File: config.mk
export PLATFORM = sky130hd
export DESIGN_NAME = wb_arbiter2
export DESIGN_NICKNAME = d
export VERILOG_FILES = /design/src/rtl/wb_arbiter2.sv
export SDC_FILE = /design/constraint.sdc
export NUM_CORES = 1
export LEC_CHECK = 0
export CAP_MARGIN = 20
export CORE_AREA = 10 10 116 118
export CTS_CLUSTER_DIAMETER = 60
export DETAILED_ROUTE_END_ITERATION = 8
export DIE_AREA = 0 0 126 128
export HOLD_SLACK_MARGIN = 0.12
export PLACE_DENSITY = 0.68
export SYNTH_ARGS = -nofsm -noshare
export SYNTH_HDL_FRONTEND = slang
export SYNTH_SLANG_ARGS = --single-unit
File: constraint.sdc
create_clock -name clk -period 3.6 [get_ports clk]
set_input_delay 0.54 -clock clk [delete_from_list [all_inputs] [get_ports clk]]
set_output_delay 0.54 -clock clk [all_outputs]
set_load 0.03 [all_outputs]
File: src/rtl/wb_arbiter2.sv
// Two-master round-robin Wishbone arbiter (m0 = data bus, m1 = instruction bus).
// Optional no-ack watchdog enabled by defining WB_ARB_TIMEOUT_EN.
module wb_arbiter2 #(
  parameter int unsigned TIMEOUT_CYCLES = 256,
  parameter int unsigned CNT_W          = 9
) (
  input  logic        clk,
  input  logic        rst,
  input  logic [31:0] m0_addr_i,
  input  logic [31:0] m0_data_i,
  input  logic [3:0]  m0_sel_i,
  input  logic        m0_we_i,
  input  logic        m0_stb_i,
  input  logic        m0_cyc_i,
  output logic [31:0] m0_data_o,
  output logic        m0_ack_o,
  input  logic [31:0] m1_addr_i,
  input  logic [31:0] m1_data_i,
  input  logic [3:0]  m1_sel_i,
  input  logic        m1_we_i,
  input  logic        m1_stb_i,
  input  logic        m1_cyc_i,
  output logic [31:0] m1_data_o,
  output logic        m1_ack_o,
  output logic [31:0] s_addr_o,
  output logic [31:0] s_data_o,
  output logic [3:0]  s_sel_o,
  output logic        s_we_o,
  output logic        s_stb_o,
  output logic        s_cyc_o,
  input  logic [31:0] s_data_i,
  input  logic        s_ack_i,
  output logic [1:0]  grant_o,
  output logic        timeout_o
);

  typedef enum logic [1:0] {
    IDLE = 2'd0,
    GNT0 = 2'd1,
    GNT1 = 2'd2
  } state_t;

  state_t state_reg;
  logic   last_reg;
  logic   gnt0;
  logic   gnt1;
  logic   timeout_hit;

  // Grant is held for the whole cyc tenure; every tenure ends with one IDLE cycle.
  always_ff @(posedge clk or posedge rst) begin
    if (rst) begin
      state_reg <= IDLE;
      last_reg  <= 1'b1;
    end else begin
      case (state_reg)
        IDLE: begin
          if (m0_cyc_i && m1_cyc_i) state_reg <= last_reg ? GNT0 : GNT1;
          else if (m0_cyc_i)        state_reg <= GNT0;
          else if (m1_cyc_i)        state_reg <= GNT1;
        end
        GNT0: begin
          if (!m0_cyc_i) begin
            state_reg <= IDLE;
            last_reg  <= 1'b0;
          end
        end
        GNT1: begin
          if (!m1_cyc_i) begin
            state_reg <= IDLE;
            last_reg  <= 1'b1;
          end
        end
        default: state_reg <= IDLE;
      endcase
    end
  end

  assign gnt0    = (state_reg == GNT0);
  assign gnt1    = (state_reg == GNT1);
  assign grant_o = {gnt1, gnt0};

`ifdef WB_ARB_TIMEOUT_EN
  logic [CNT_W-1:0] cnt_reg;
  logic             sel_stb;
  logic             sel_cyc;

  assign sel_stb     = (gnt0 && m0_stb_i) || (gnt1 && m1_stb_i);
  assign sel_cyc     = (gnt0 && m0_cyc_i) || (gnt1 && m1_cyc_i);
  assign timeout_hit = sel_stb && !s_ack_i && (cnt_reg == CNT_W'(TIMEOUT_CYCLES - 1));

  always_ff @(posedge clk or posedge rst) begin
    if (rst) begin
      cnt_reg <= '0;
    end else if (!sel_cyc || s_ack_i || timeout_hit) begin
      cnt_reg <= '0;
    end else if (sel_stb) begin
      cnt_reg <= cnt_reg + 1'b1;
    end
  end
`else
  // Watchdog parameters have no effect in this build; expression folds to 0.
  assign timeout_hit = (CNT_W == 0) && (TIMEOUT_CYCLES == 0);
`endif

  assign timeout_o = timeout_hit;

  always_comb begin
    s_addr_o = '0;
    s_data_o = '0;
    s_sel_o  = '0;
    s_we_o   = 1'b0;
    s_stb_o  = 1'b0;
    s_cyc_o  = 1'b0;
    if (gnt0) begin
      s_addr_o = m0_addr_i;
      s_data_o = m0_data_i;
      s_sel_o  = m0_sel_i;
      s_we_o   = m0_we_i;
      s_stb_o  = m0_stb_i && !timeout_hit;
      s_cyc_o  = m0_cyc_i;
    end else if (gnt1) begin
      s_addr_o = m1_addr_i;
      s_data_o = m1_data_i;
      s_sel_o  = m1_sel_i;
      s_we_o   = m1_we_i;
      s_stb_o  = m1_stb_i && !timeout_hit;
      s_cyc_o  = m1_cyc_i;
    end
  end

  // A forced ack returns zero data instead of whatever the slave drives.
  assign m0_ack_o  = gnt0 && (s_ack_i || timeout_hit);
  assign m1_ack_o  = gnt1 && (s_ack_i || timeout_hit);
  assign m0_data_o = (gnt0 && !timeout_hit) ? s_data_i : '0;
  assign m1_data_o = (gnt1 && !timeout_hit) ? s_data_i : '0;

endmodule

==> flow_metrics.tcl <==
set metrics [dict create \
    status "finished, final reports clean" \
    min_period_over_period_pct 84.8 \
    port_buffers 315 \
    finalNetCount 652 \
    grt_pass1_wl_mm 18.8 \
    r2r_start "state_reg[0]" \
    gp_congestion 0.828 \
    min_period_ns 3.05 \
    hold_viol_final 0 \
    cp-end-kind "output pin" \
    grt_use_total_pct 14.8 \
    via_per_inst 4.30 \
    detail_route.wl_per_cell_um 21.8 \
    clock_path_buffers 2 \
    syn_area_um2 1370 \
    cap_violations 0 \
    cts_resized 0 \
    clk_pin_slew_ns 0.03 \
    crit_arrival_ns 2.51 \
    first_global_vias 2829 \
    power_mw 1.88 \
    crit_fanout 59 \
    start_util_pct 12.2 \
    root_buffer "clkbuf_16" \
    startpoint "state_reg[0]" \
    place_inst 613 \
    yosys_register_bits 3 \
    whs_ns 0.484 \
    numCtsBuffers 3 \
    cts_hold_buf 0 \
    drive_above_1_share_pct 1.90 \
    p_leak_nw 1.76 \
    post-cts-setup-buffer-count 0 \
    placementRows 39 \
    yosysWarnings 0 \
    antenna_found_initial 1 \
    rsz0062_at_grt "false" \
    design_area_um2 4640 \
    endpoint "s_addr_o[8]" \
    worstPathRequired_ns 3.06 \
    drc 0 \
    synth.distinct_cells 18 \
    ys_seq_area_share_pct 5.59 \
    cts_tree "yes" \
    syn_nets 355 \
    setup_ws_ns 0.549 \
    layoutNonFillerInstCount 617 \
    post-place-ws_ns 0.786 \
    timing.fmax_mhz 328 \
    setup_tns_ns 0 \
    final-setup-viol-count 0 \
    fin_skew_ns 0.000685 \
    clk_latency_ns 0.23 \
    r2r_slack_ns 2.70 \
    routed_wl_mm 13.4 \
    drt_iter0_drc 160 \
    die-area_um2 16100 \
    top_level_ports 317 \
    reg2reg_depth 2 \
    drv_slew 0 \
    fp.dieH_um 128 \
    hold_path.class "primary input to async pin" \
    area_growth_pct 240 \
    gr-total-overflow 0 \
    power_density_nw_per_um2 405 \
    detail-route-antenna-nets 0 \
    post-route-util_pct 41.3 \
    placed_area_um2 4560 \
    diodes 0 \
    worst_pin_slew_ns 0.600 \
    core_um2 11200 \
    ir_drop_mv 0.282 \
    htreeDepth 1 \
    postSynthAreaPerCell_um2 7.67 \
    largest_register_ffs 2 \
    path_class "flop to output pin" \
    drt_pass1_iterations 4 \
    slew_headroom_pct 60.0 \
    reg2reg_to "state_reg[0]" \
    numClockSinks 3 \
    startpoint_type "flop" \
    dp_hpwl_mm 11.7 \
    synthCells 178 \
    grt_max_degree 61 \
    die_x_um 126 \
    via_count 2656 \
]
-- how the worst min path moves through the flow --
stage                        start            to  slack (ns)  cells past startpoint
after floorplan                rst  state_reg[0]        0.29                      1
after global placement    last_reg  state_reg[1]        0.52                      1
after detailed placement  last_reg  state_reg[1]        0.55                      1
after CTS                      rst  state_reg[0]        0.49                      2
after global routing           rst  state_reg[0]        0.50                      2
final                          rst  state_reg[0]        0.48                      2
-- power breakdown --
group,leakage [nW],switching [mW],internal (mW)
registers,0.0359,0.0138,0.0482
clock network,0.0382,0.0337,0.146
logic,1.69,0.886,0.752
total,1.76,0.933,0.947
-- cells by family after synthesis --
family                 Yosys count  share of synthesized area (%)
flip-flops                       3                           5.59
other                            1                          0.275
buffers and inverters           27                           13.3
AO/OA/AOI/OAI                   74                           47.0
AND/OR/NAND/NOR                 72                           33.1
multiplexers                     1                          0.733
-- cell usage after synthesis --
master | n | area (um^2)
a21oi_1 | 1 | 5.00
a22o_1 | 71 | 622
and2_1 | 66 | 413
and2b_4 | 1 | 10.0
buf_2 | 13 | 65.1
buf_4 | 5 | 37.5
buf_6 | 6 | 67.6
clkbuf_1 | 2 | 7.51
conb_1 | 1 | 3.75
dfrtp_1 | 2 | 50.1
dfstp_2 | 1 | 26.3
inv_1 | 1 | 3.75
mux2i_1 | 1 | 10.0
nand2_1 | 1 | 3.75
nand2b_1 | 2 | 12.5
nor2b_1 | 2 | 12.5
o21a_1 | 1 | 7.51
o21bai_1 | 1 | 7.51
-- cells in the final DEF, fill, tap and decap left out, types with 2 or more instances in the layout --
cell             count
a22o_1              71
nand2b_1             2
dfrtp_1              2
buf_4                2
clkbuf_16            3
clkdlybuf4s50_1    315
and2_1              66
-- area by class of cell --
class,count,area (um^2)
multi-input combinational,148,1110
sequential,3,76.3
clock buffer,4,78.8
inverter,1,3.75
fill,1118,6580
timing repair buffer,318,3190
tap,143,179
-- layer usage --
metal	wire length (um)	track usage [%]	part of all wire [%]
met2	6660	26.0	50
met4	61	2.14	0.45
met3	1480	6.45	11
met1	5230	16.5	39
met5	13	0	0.097
-- critical path, stage by stage, from the launching register on --
cell and delay, ns:
dfrtp_1 0.41, and2b_4 0.58, buf_12 0.31, a22o_1 0.21, clkdlybuf4s50_1 0.73
Note: power is estimated with default switching activity, not from simulation.
